===== config.mk =====
export PLATFORM = sky130hd
export DESIGN_NAME = traffic_state_gen
export DESIGN_NICKNAME = d
export VERILOG_FILES = /design/src/rtl/traffic_state_gen.sv
export SDC_FILE = /design/constraint.sdc
export NUM_CORES = 1
export LEC_CHECK = 0
export ABC_AREA = 1
export ABC_CLOCK_PERIOD_IN_PS = 1600
export BUFFER_PORTS_ARGS = -buffer_cell sky130_fd_sc_hd__buf_4
export CORE_UTILIZATION = 51
export DETAILED_ROUTE_END_ITERATION = 7
export GPL_ROUTABILITY_DRIVEN = 0
export PLACE_DENSITY_LB_ADDON = 0.12
export SYNTH_ARGS = -nofsm -noshare
export SYNTH_HDL_FRONTEND = slang
export SYNTH_SLANG_ARGS = --single-unit

===== constraint.sdc =====
create_clock -name clk -period 1.6 [get_ports clk]
set_input_delay 0.24 -clock clk [delete_from_list [all_inputs] [get_ports clk]]
set_output_delay 0.24 -clock clk [all_outputs]
set_load 0.05 [all_outputs]

===== src/rtl/traffic_state_gen.sv =====
// rtl/traffic_state_gen.sv - traffic-light State code generator with pedestrian and force-red handling
//
// Ports:
//   clk      in   rising-edge clock
//   rst      in   synchronous active-high reset
//   Enable   in   gates the tick prescaler
//   PedReq   in   pedestrian request (pulse or level), latched until serviced
//   ForceRed in   level; walk through yellow if needed, then hold red
//   State    out  cycle position code for the decoder
//   Red      out  registered red indication
//   Yellow   out  registered yellow indication
//   Green    out  registered green indication
//   Tick     out  one-cycle pulse on each prescaler wrap
//   PedAck   out  one-cycle pulse when a latched request shortens green
module traffic_state_gen #(
  parameter int num_of_bit         = 4,
  parameter int green_yellow_ratio = 4,
  parameter int yellow_len         = 2,
  parameter int red_len            = 6,
  parameter int tick_div           = 15,
  parameter int min_green          = 2
) (
  input  logic                  clk,
  input  logic                  rst,
  input  logic                  Enable,
  input  logic                  PedReq,
  input  logic                  ForceRed,
  output logic [num_of_bit-1:0] State,
  output logic                  Red,
  output logic                  Yellow,
  output logic                  Green,
  output logic                  Tick,
  output logic                  PedAck
);

  localparam int G_LEN = green_yellow_ratio * yellow_len;
  localparam int Y0    = G_LEN;
  localparam int R0    = G_LEN + yellow_len;
  localparam int CYCLE = R0 + red_len;
  localparam int PW    = (tick_div > 1) ? $clog2(tick_div) : 1;

  generate
    if ((CYCLE > (1 << num_of_bit)) || (min_green > G_LEN) || (min_green < 1)) begin : g_param_err
      $error("traffic_state_gen: illegal parameter combination");
    end
  endgenerate

  localparam logic [num_of_bit-1:0] Y0_C    = num_of_bit'(Y0);
  localparam logic [num_of_bit-1:0] R0_C    = num_of_bit'(R0);
  localparam logic [num_of_bit-1:0] LAST_C  = num_of_bit'(CYCLE - 1);
  localparam logic [num_of_bit-1:0] GLAST_C = num_of_bit'(G_LEN - 1);
  localparam logic [num_of_bit-1:0] YLAST_C = num_of_bit'(R0 - 1);
  localparam logic [num_of_bit-1:0] MING_C  = num_of_bit'(min_green - 1);
  localparam logic [PW-1:0]         TOP_C   = PW'(tick_div - 1);

  typedef enum logic [1:0] {RUN, FORCE_Y, FORCE_HOLD} mode_t;

  mode_t                 mode_q, mode_d;
  logic [num_of_bit-1:0] state_q, state_d;
  logic [PW-1:0]         presc_q, presc_d;
  logic                  latch_q, latch_d;
  logic                  red_q, yellow_q, green_q, tick_q, ack_q;
  logic                  tick_d, ack_d;
  logic                  tick_cond, s_green, s_yellow, yellow_forced;

  assign tick_cond = Enable && (presc_q == TOP_C);
  assign s_green   = state_q < Y0_C;
  assign s_yellow  = (state_q >= Y0_C) && (state_q < R0_C);
  // Yellow under force keeps its normal timing; only its exit is redirected.
  assign yellow_forced = (mode_q == FORCE_Y) || ((mode_q == RUN) && ForceRed && s_yellow);

  always_comb begin
    mode_d  = mode_q;
    state_d = state_q;
    presc_d = presc_q;
    latch_d = latch_q | PedReq;
    ack_d   = 1'b0;
    tick_d  = tick_cond && (mode_q != FORCE_HOLD);
    if (Enable) begin
      presc_d = tick_cond ? '0 : presc_q + 1'b1;
    end

    if (mode_q == FORCE_HOLD) begin
      state_d = R0_C;
      presc_d = '0;
      if (!ForceRed) begin
        mode_d = RUN;
      end
    end else if (yellow_forced) begin
      mode_d = FORCE_Y;
      if (tick_cond) begin
        if (state_q == YLAST_C) begin
          state_d = R0_C;
          if (ForceRed) begin
            mode_d  = FORCE_HOLD;
            presc_d = '0;
          end else begin
            mode_d = RUN;
          end
        end else begin
          state_d = state_q + 1'b1;
        end
      end
    end else if (ForceRed && s_green) begin
      // Jump straight to yellow; the ped latch is deliberately kept.
      state_d = Y0_C;
      mode_d  = FORCE_Y;
    end else if (ForceRed) begin
      state_d = R0_C;
      mode_d  = FORCE_HOLD;
      presc_d = '0;
    end else if (tick_cond) begin
      // Jump only when it actually shortens green; at the last green tick
      // the normal advance already lands on yellow.
      if (latch_q && s_green && (state_q >= MING_C) && (state_q < GLAST_C)) begin
        state_d = Y0_C;
        ack_d   = 1'b1;
        latch_d = 1'b0;
      end else begin
        state_d = (state_q == LAST_C) ? '0 : state_q + 1'b1;
        if (state_q == GLAST_C) begin
          latch_d = 1'b0;
        end
      end
    end
  end

  always_ff @(posedge clk) begin
    if (rst) begin
      mode_q   <= RUN;
      state_q  <= R0_C;
      presc_q  <= '0;
      latch_q  <= 1'b0;
      red_q    <= 1'b1;
      yellow_q <= 1'b0;
      green_q  <= 1'b0;
      tick_q   <= 1'b0;
      ack_q    <= 1'b0;
    end else begin
      mode_q   <= mode_d;
      state_q  <= state_d;
      presc_q  <= presc_d;
      latch_q  <= latch_d;
      // Colours decoded from the next State so they change on the same edge.
      green_q  <= state_d < Y0_C;
      yellow_q <= (state_d >= Y0_C) && (state_d < R0_C);
      red_q    <= state_d >= R0_C;
      tick_q   <= tick_d;
      ack_q    <= ack_d;
    end
  end

  assign State  = state_q;
  assign Red    = red_q;
  assign Yellow = yellow_q;
  assign Green  = green_q;
  assign Tick   = tick_q;
  assign PedAck = ack_q;

endmodule


[Yosys cells after proc, flatten, opt, wreduce, memory -nomap -nowiden]
Cells that the tools add are included.
Storage, ports and cells
  input bits: 5
  logic and storage cells: 78
  register bits after elaboration: 16
  output and inout bits: 9
Cells by class
  $add $sub $neg: 2
  equality and inequality tests: 8
  multiplexer cells: 32
  reduce and logical (&&, ||, !) cells: 16
  bitwise logic cells: 2
  magnitude comparators: 9
Operator list (number)
  4-bit 2-to-1 mux: 16
  4-bit < comparator (second input constant): 4
  2-bit 2-to-1 mux: 8
  4-bit == test (second input constant): 3
  4-bit greater-or-equal comparator (second input constant): 3
  1-bit logical AND: 10
  4-bit by 1-bit adder with 4-bit output (second input constant): 2
  1-bit 2-to-1 mux: 8
  6-bit OR reduction: 1
  4-bit by 3-bit == test with 1-bit output (second input constant): 1
  4-bit by 1-bit greater-or-equal comparator with 1-bit output (second input constant): 1
  4-bit by 3-bit < comparator with 1-bit output (second input constant): 1
  2-bit != test (second input constant): 2
  4-bit nonzero test: 1
  2-bit by 1-bit == test with 1-bit output (second input constant): 1
  2-bit == test (second input constant): 1
  2-bit logical NOT: 1
  2-bit AND reduction: 1
  2-bit OR reduction: 1
  1-bit logical OR: 1
  1-bit NOT: 1
  1-bit OR: 1

[Depth between registers and ports, before layout]
Gate-level depths: netlist of run 1.
  word-level depth: 12
  mapped depth: 12
  mapped depth without buffers: 12

[Worst setup path after synthesis of run 1]
No wires, ideal clock.
  kind: reg2reg
  start point: register state_q[1], in the netlist State[1]
  end point: register red_q, in the netlist Red
  library setup time: 0.113 ns
  path buffers: 0
  cell stages (with the launch flop): 11
  period minus slack after synthesis: 1.843 ns
  arrival: 1.730 ns
  required time: 1.487 ns
  path slack: -0.243 ns
  cells stage by stage: dfxtp_1 > inv_1 > ha_1 > nor2_1 > nand2_1 > nand3_2 > nand2_1 > nand2_2 > nand3_4 > nor2_4 > nor2_1
Between the ends
  longest elaborated chain between the ends: 11
  elaborated cells on any way between the ends: 25
  those cells by class: add/sub (1); order compare (6); eq/ne (2); mux (9); reduce/logical (7)
RTL lines
  start, declared: line 59  | logic [num_of_bit-1:0] state_q, state_d;
  start signal, assigned: line 141  | state_q <= state_d;
  4-bit < comparator: line 67  | assign s_green = state_q < Y0_C;
  1-bit logical AND (3 in series): line 115  | if (latch_q && s_green && (state_q >= MING_C) && (state_q < GLAST_C)) begin
  4-bit 2-to-1 mux: line 115
  4-bit 2-to-1 mux: line 112  | end else if (tick_cond) begin
  4-bit 2-to-1 mux: line 108  | end else if (ForceRed) begin
  4-bit 2-to-1 mux: line 104  | end else if (ForceRed && s_green) begin
  4-bit 2-to-1 mux (*): line 89  | end else if (yellow_forced) begin
  4-bit 2-to-1 mux (*): line 83  | if (mode_q == FORCE_HOLD) begin
  4-bit greater-or-equal comparator (*): line 147  | red_q <= state_d >= R0_C;
  end signal, assigned: line 134  | red_q <= 1'b1;
  end signal, assigned: line 147
  end, declared: line 62  | logic red_q, yellow_q, green_q, tick_q, ack_q;
Mark *: on every way between the ends. The rest lies on a longest branch, timed or not.
A chain may end at the register's enable or synchronous reset.

[Final worst setup path of run 1]
  start point: register presc_q[0]
  end point: register mode_q[1]
Between the ends
  longest elaborated chain between the ends: 5
RTL lines
  start, declared: line 60  | logic [PW-1:0] presc_q, presc_d;
  start signal, assigned: line 142  | presc_q <= presc_d;
  4-bit == test: line 66  | assign tick_cond = Enable && (presc_q == TOP_C);
  1-bit logical AND: line 66
  2-bit 2-to-1 mux: line 91  | if (tick_cond) begin
  2-bit 2-to-1 mux: line 89
  2-bit 2-to-1 mux: line 83
  end signal, assigned: line 140  | mode_q <= mode_d;
  end, declared: line 58  | mode_t mode_q, mode_d;
Every way passes these cells.

==> results of run 1 <==
## metal layers
layer  track usage (%)  routed length [µm]
met3              2.31                 206
met1              32.2                1060
met5                 0                   0
met2              34.4                1050
met4              8.57                  37
## power by group through the flow
stage               registers, mW  clock network (mW)  logic [mW]
finish                      0.409               0.225      0.0706
floorplan                   0.417                   0      0.0458
global placement            0.418                   0      0.0684
detailed placement          0.418                   0      0.0687
CTS                         0.409               0.230      0.0690
global route                0.410               0.245      0.0804
## worst paths after layout
kind	start	endpoint	slack (ns)	depth (start not counted)
setup / recovery	presc_q[0]	mode_q[1]	0.08	8
hold / removal	rst	mode_q[1]	0.18	2
setup reg to reg	presc_q[0]	mode_q[1]	0.08	8
hold reg to reg	mode_q[0]	mode_q[0]	0.48	2
## flip-flops by register name, summed over array words and instances (netlist names)
name and flops:
PedAck 1, latch_q 1, Green 1, presc_q 4
Tick 1, Yellow 1, mode_q 2, Red 1
State 4
## what timing repair did
| item | 4_1_cts | 5_1_grt |
|---|---|---|
| endpoints found under the setup margin | 0 | 7 |
| endpoints found under the hold margin | 0 | 0 |
| buffers inserted | 0 | 2 |
| resized for setup | 0 | 8 |
## placed cells by master, fill, tap and decap left out, types with 5 or more instances in the layout
| cell type | instances |
|---|---|
| ha_1 | 5 |
| a21oi_1 | 9 |
| inv_1 | 18 |
| nor2_1 | 20 |
| nand2_1 | 35 |
| nand3_1 | 12 |
| inv_2 | 5 |
| dfxtp_1 | 12 |
| o21ai_0 | 6 |
| nand2_2 | 6 |
| buf_4 | 15 |
## area by class of cell
| type | count | area share, % |
|---|---|---|
| clock buffers | 4 | 2.14 |
| repair buffers | 15 | 9.18 |
| multi-input cells | 116 | 52.3 |
| inverters | 23 | 7.04 |
| well taps | 25 | 2.55 |
| flip-flops and latches | 16 | 26.7 |
## metrics by stage
stage	std cells	hold WS (ns)	TNS (ns)
2_1_floorplan	154	0.309	0
3_3_place_gp	192	0.462	0
3_5_place_dp	192	0.466	0
4_1_cts	196	0.171	0
5_1_grt	199	0.175	-0.0436
6_report	199	0.175	0
## kinds of logic (layout without fill, tap and decap cells)
group | Yosys count | after routing
DFF | 16 | 16
buffers and inverters | 23 | 42
adders and majority gates | 6 | 6
xor gates and xnor gates | 2 | 2
AOI/OAI and AO/OA | 20 | 20
and+or+nand+nor | 87 | 88
## worst max-delay path: stages (launching register included)
cell,delay (ns)
dfxtp_2,0.35
inv_1,0.07
ha_1,0.17
nand2_2,0.10
nor2_4,0.18
nand3_1,0.14
o21ai_1,0.23
nand3_1,0.10
a21oi_1,0.12
==> impl_metrics.yaml, run 1 <==
status:
  outcome: "completed"
power:
  ir_drop_mv: 0.450
  p_comb_share_pct: 10.0
  p_switching_uw: 182
  power_frac_seq_pct: 58.0
  p_int_uw: 523
  total_power_uw: 705
  switching_share_pct: 25.8
  leakagePower_nw: 0.587
  power.density_mw_per_mm2: 575
  p_clk_share_pct: 32.0
timing:
  fmax_mhz: 658
  worstMarginPinSlew_ns: 0.366
  slew_headroom_pct: 75.6
  period_minus_slack_ns: 1.52
  fin_crit_sh_pct: 95.0
  setup_viol: 0
  worst_slack_ns: 0.0803
  drv_slew: 0
  grt_setup_unrepaired: "yes"
  hold_viol: 0
  fin_skew_ns: 0.00841
synthesis:
  yosysWarnings: 0
  syn-num-nets: 165
  synthFlopType: "dfxtp_1"
  synth_fa_ha_area_share_pct: 7.31
  synthTopCellsByCount: "37 x nand2_1, 21 x nor2_1, 19 x inv_1, 16 x dfxtp_1, 13 x nand3_1"
  synth_compound_area_share_pct: 10.6
  yosys-top-cells-area: "dfxtp_1 31%, nand2_1 14%, nor2_1 7.7%, ha_1 7.3%, inv_1 6.9%"
  syn_area_mm2: 0.00103
  synth_cells: 154
  synthSimpleGateAreaFrac_pct: 40.8
  synth_xor_area_share_pct: 1.71
  synth_cell_types: 22
  synthArstFlopShare_pct: 0
  post-synth-top-area-cell: "dfxtp_1"
  synth_seq_cells: 16
  synth_edf_count: 0
  synth.area.mux_share_pct: 0
  yosysMostFrequentCell: "nand2_1"
  yosysTopAreaCellShare_pct: 31.2
  synth_top_family_by_area: "simple AND/OR/NAND/NOR gates"
  avgSynthCellArea_um2: 6.67
  ys_seq_area_share_pct: 31.2
cells_and_area:
  regArea_um2: 328
  postLayoutCoreUtil_pct: 68.1
  fillers: 165
  antenna_cells: 0
  final_layout_size_suffix_gt1_share_pct: 25.9
  area_growth_pct: 19.4
  final_nets: 186
  stdcell_area_mm2: 0.00123
  multi_input_area_um2: 642
placed_design:
  portBuffers: 13
  pre_cts_ws_ns: 0.0914
  dp_hpwl_mm: 1.71
  dpl_cell_area_mm2: 0.00116
floorplanning:
  initial_utilization_pct: 57.0
  dieArea_mm2: 0.00220
  ioPinCount: 14
  rows: 15
  dieHeight_um: 46.9
  die_width_um: 46.9
  core_area_mm2: 0.00180
route:
  vias_per_cell: 5.32
  routed_wl_mm: 2.36
  vias: 1059
  antenna_left: 0
  drc: 0
  first_pass_iters: 5
  first_iter_violations: 45
  wire_per_inst_um: 11.8
global_route:
  grt_pass1_wl_mm: 3.49
  grt_pass1_vias: 814
  grt_antenna_before_repair: 0
  track_usage_pct: 22.4
  grt_overflow_total: 0
  grt_start_max_net_pins: 11
clocking:
  clk_latency_ns: 0.29
  cts_tree: "done"
  clk_path_buf_depth: 2
  clkTransAtPathRegs_ns: 0.10
  cts_hold_buf: 0
  cts_buffers: 3
  clkSinkCount: 16
  htreeDepth: 1
  cts-root-buf: "clkbuf_4"
setup_path:
  critical_path_class: "reg -> reg"
  cp-start-kind: "flop"
  required_ns: 1.82
  end_kind: "flop"
  crit_fanout: 5
  arrival_ns: 1.74
job:
  cap_violations: 0
hold_path:
  hold_path_class: "in -> reg"
(Power assumes the default switching activity.)
==> run 2: changes to the inputs <==
- SETUP_SLACK_MARGIN: not set -> 0.4
==> impl_metrics.yaml, run 2 (synthesis results as in run 1) <==
setup_path:
  required_ns: 1.81
  max_stage_delay_ns: 0.42
  critPathTopFamily: "simple AND/OR/NAND/NOR gates"
  reg2reg_setup_slack_ns: 0.1
  crit_cells: 10
  cp_cell_sequence: "inv_4, ha_4, nor2_2, nand2_1, nand3_2, nand2_2, nand2_2, nand3_4, nor2_4, nor2_1"
  cp-start-kind: "flop"
  path_buf_inv: 1
  rr_endpoint: "Red"
  arrival_ns: 1.71
  critical_path_class: "reg -> reg"
  crit_slowest_cell: "dfxtp_4"
  cp-startpoint: "State[1]"
  r2r_start: "State[1]"
  crit_fanout: 5
  path_common_cell: "nand2_2"
  end_kind: "flop"
  rr_worst_depth: 10
global_route:
  track_usage_pct: 28.3
  grt_pass1_wl_mm: 4.27
  grt_overflow_total: 0
  grt_antenna_before_repair: 0
  grt_start_max_net_pins: 10
  grt_pass1_vias: 1036
timing:
  setup_viol: 0
  fin_crit_sh_pct: 93.9
  slew_headroom_pct: 81.0
  hold_viol: 0
  grt_setup_unrepaired: "yes"
  fmax_mhz: 666
  fin_skew_ns: 0.00873
  worst_slack_ns: 0.0974
  drv_slew: 0
  tns_ns: 0
  period_minus_slack_ns: 1.50
  worstMarginPinSlew_ns: 0.285
route:
  drc: 0
  wire_per_inst_um: 15.8
  routed_wl_mm: 3.28
  vias_per_cell: 5.70
  vias: 1185
  first_iter_violations: 64
  first_pass_iters: 4
  antenna_left: 0
hold_path:
  hold_start: "rst"
  hold_end: "PedAck"
  hold_path_class: "in -> reg"
  hold-path-cell-count: 2
job:
  cap_violations: 0
cells_and_area:
  mostFrequentLayoutCell: "nand2_1"
  final_cell_mix: "31 x nand2_1, 23 x buf_4, 16 x nor2_1"
  antenna_cells: 0
  final_layout_size_suffix_gt1_share_pct: 42.6
  area_growth_pct: 37.6
  final_nets: 195
placed_design:
  pre_cts_ws_ns: 0.0317
  dp_hpwl_mm: 1.77
  portBuffers: 13
clocking:
  clk_latency_ns: 0.30
  clkTransAtPathRegs_ns: 0.11
  cts-root-buf: "clkbuf_4"
  cts_buffers: 3
  clk_path_buf_depth: 2
  clkSinkCount: 16
  htreeDepth: 1
  cts_tree: "done"
power:
  total_power_uw: 776
  power.density_mw_per_mm2: 549
  ir_drop_mv: 0.413
  leakagePower_nw: 0.675
floorplanning:
  dieHeight_um: 46.9
  die_width_um: 46.9
  dieArea_mm2: 0.00220
  core_area_mm2: 0.00180
  initial_utilization_pct: 57.0
  ioPinCount: 14
  rows: 15
status:
  outcome: "completed"
[run 2: how the worst max path moves through the flow]
stage / to / slack [ns]
floorplan: Red / 0.20
global placement: Red / 0.09
detailed placement: Red / 0.03
CTS: Red / 0.20
global route: State[3] / 0.02
finish: Red / 0.1
[run 2: cell type report]
| cell class | count | area, µm² |
|---|---|---|
| clock buffers | 4 | 36.3 |
| fillers | 126 | 388 |
| inverters | 23 | 88.8 |
| multi-input cells | 115 | 724 |
| flip-flops and latches | 16 | 338 |
| well taps | 25 | 31.3 |
| repair buffers | 25 | 195 |
[run 2: where the power goes]
part / switching, mW / leakage, nW / internal (mW)
combinational: 0.0597 / 0.522 / 0.0286
sequential: 0.00662 / 0.132 / 0.398
clock: 0.144 / 0.0210 / 0.139
[run 2: repair_timing]
item,4_1_cts,5_1_grt
pin swaps,11,5
hold buffers,0,0
setup buffers,8,4
endpoints found under the setup margin,15,15
gates resized for setup,23,12
[run 2: metal layers]
metal | up-vias | part of all wire (%) | global-route usage (%) | wire, µm
li1 | 551 | - | - | -
met1 | 522 | 37 | 30.6 | 1220
met2 | 82 | 47 | 47.5 | 1550
met3 | 30 | 9.5 | 7.31 | 313
met4 | 0 | 6.1 | 21.1 | 199
met5 | - | 0 | 0 | 0
[run 2: stage by stage]
| step | hold WS, ns | cells | utilization [%] | cell area [µm²] |
|---|---|---|---|---|
| final | 0.163 | 208 | 78.5 | 1410 |
| after floorplan | 0.303 | 154 | - | 1070 |
| after detailed placement | 0.461 | 192 | 66.7 | 1200 |
| after global routing | 0.160 | 208 | 78.5 | 1410 |
| after global placement | 0.456 | 192 | 66.7 | 1200 |
| after CTS | 0.154 | 204 | 75.3 | 1360 |
==> run 3: changes to the inputs <==
- CTS_BUF_LIST: not set -> sky130_fd_sc_hd__clkbuf_8
- GPL_ROUTABILITY_DRIVEN: 0 -> not set
- RECOVER_POWER: not set -> 50
==> impl_metrics.yaml, run 3 (synthesis results as in run 1) <==
clocking:
  cts_tree: "done"
  cts-root-buf: "clkbuf_8"
  htreeDepth: 1
  clkTransAtPathRegs_ns: 0.07
  clk_latency_ns: 0.25
  clk_path_buf_depth: 2
  cts_buffers: 3
  clkSinkCount: 16
  cts_hold_buf: 0
cells_and_area:
  final_layout_size_suffix_gt1_share_pct: 37.4
  final_nets: 194
  fillers: 124
  area_growth_pct: 38.7
  mostFrequentLayoutCell: "nand2_1"
  postLayoutCoreUtil_pct: 79.1
  antenna_cells: 0
  final_cell_mix: "30 x nand2_1, 17 x nor2_1, 14 x inv_1"
floorplanning:
  initial_utilization_pct: 57.0
  die_width_um: 46.9
  ioPinCount: 14
  dieHeight_um: 46.9
  rows: 15
  core_area_mm2: 0.00180
  dieArea_mm2: 0.00220
route:
  drc: 0
  vias: 1148
  routed_wl_mm: 3.05
  first_iter_violations: 37
  antenna_left: 0
  first_pass_iters: 4
  vias_per_cell: 5.55
  wire_per_inst_um: 14.7
power:
  power.density_mw_per_mm2: 601
  ir_drop_mv: 0.529
  total_power_uw: 856
  leakagePower_nw: 0.653
timing:
  tns_ns: 0
  hold_viol: 0
  slew_headroom_pct: 60.3
  worst_slack_ns: 0.0799
  fin_skew_ns: 0.00228
  drv_slew: 0
  fin_crit_sh_pct: 95.0
  grt_setup_unrepaired: "yes"
  period_minus_slack_ns: 1.52
  worstMarginPinSlew_ns: 0.598
  fmax_mhz: 658
  setup_viol: 0
setup_path:
  crit_fanout: 6
  rr_worst_depth: 10
  critical_path_class: "reg -> reg"
  path_common_cell: "nand2_2"
  r2r_start: "State[1]"
  reg2reg_setup_slack_ns: 0.08
  cp_cell_sequence: "inv_6, ha_4, nor2_4, nand2_2, nand3_2, nand2_2, nand2_2, nand3_4, nor2_4, nor2_1"
  required_ns: 1.75
  path_buf_inv: 1
  end_kind: "flop"
  critPathTopFamily: "simple AND/OR/NAND/NOR gates"
  arrival_ns: 1.67
  rr_endpoint: "Red"
  cp-start-kind: "flop"
  crit_slowest_cell: "dfxtp_4"
  max_stage_delay_ns: 0.42
placed_design:
  pre_cts_ws_ns: 0.0317
  dp_hpwl_mm: 1.77
  place_congestion: 0.908
  portBuffers: 13
status:
  outcome: "completed"
global_route:
  grt_overflow_total: 0
  grt_pass1_vias: 1041
  grt_antenna_before_repair: 0
  grt_pass1_wl_mm: 4.53
  grt_start_max_net_pins: 10
  track_usage_pct: 29.8
hold_path:
  hold_path_class: "in -> reg"
  hold_start: "rst"
  hold-path-cell-count: 2
  hold_end: "mode_q[0]"
job:
  cap_violations: 0
[run 3: cell type report]
class / count / area (µm²) / share of cell area (%)
Clock buffer: 4 / 55.1 / 3.86
Sequential cell: 16 / 338 / 23.7
Inverter: 23 / 91.3 / 6.41
Tap cell: 25 / 31.3 / 2.19
Timing Repair Buffer: 24 / 154 / 10.8
Multi-Input combinational cell: 115 / 756 / 53.0
[run 3: routing by layer]
| layer | part of all wire (%) | vias to the layer above | global-route usage, % |
|---|---|---|---|
| li1 | - | 549 | - |
| met1 | 38 | 510 | 34.7 |
| met3 | 7.1 | 21 | 4.23 |
| met5 | 0 | - | 0 |
| met2 | 50 | 68 | 51.9 |
| met4 | 5.5 | 0 | 17.1 |
[run 3: worst max path at each step]
stage	slack, ns	cells after the start	from	end
detailed placement	0.03	11	presc_q[0]	Red
finish	0.08	10	State[1]	Red
global placement	0.09	10	presc_q[1]	Red
floorplan	0.20	10	State[1]	Red
CTS	0.20	10	State[1]	Red
global route	0.02	10	State[1]	Red
[run 3: through the flow]
step           std cells  hold WS (ns)  instance area [µm²]
5_1_grt              207         0.209                 1430
6_report             207         0.202                 1430
3_5_place_dp         192         0.461                 1200
4_1_cts              205         0.211                 1380
2_1_floorplan        154         0.303                 1070
3_3_place_gp         192         0.456                 1200
[run 3: power by group]
group	leakage (nW)	internal [mW]	switching [mW]
combinational	0.492	0.0281	0.0571
sequential	0.132	0.399	0.00627
clock	0.0288	0.218	0.147
[run 3: what timing repair did]
| item | CTS | global route |
|---|---|---|
| endpoints found under the setup margin | 15 | 15 |
| setup buffers | 9 | 2 |
| resized for setup | 18 | 18 |
| pin swaps | 9 | 11 |
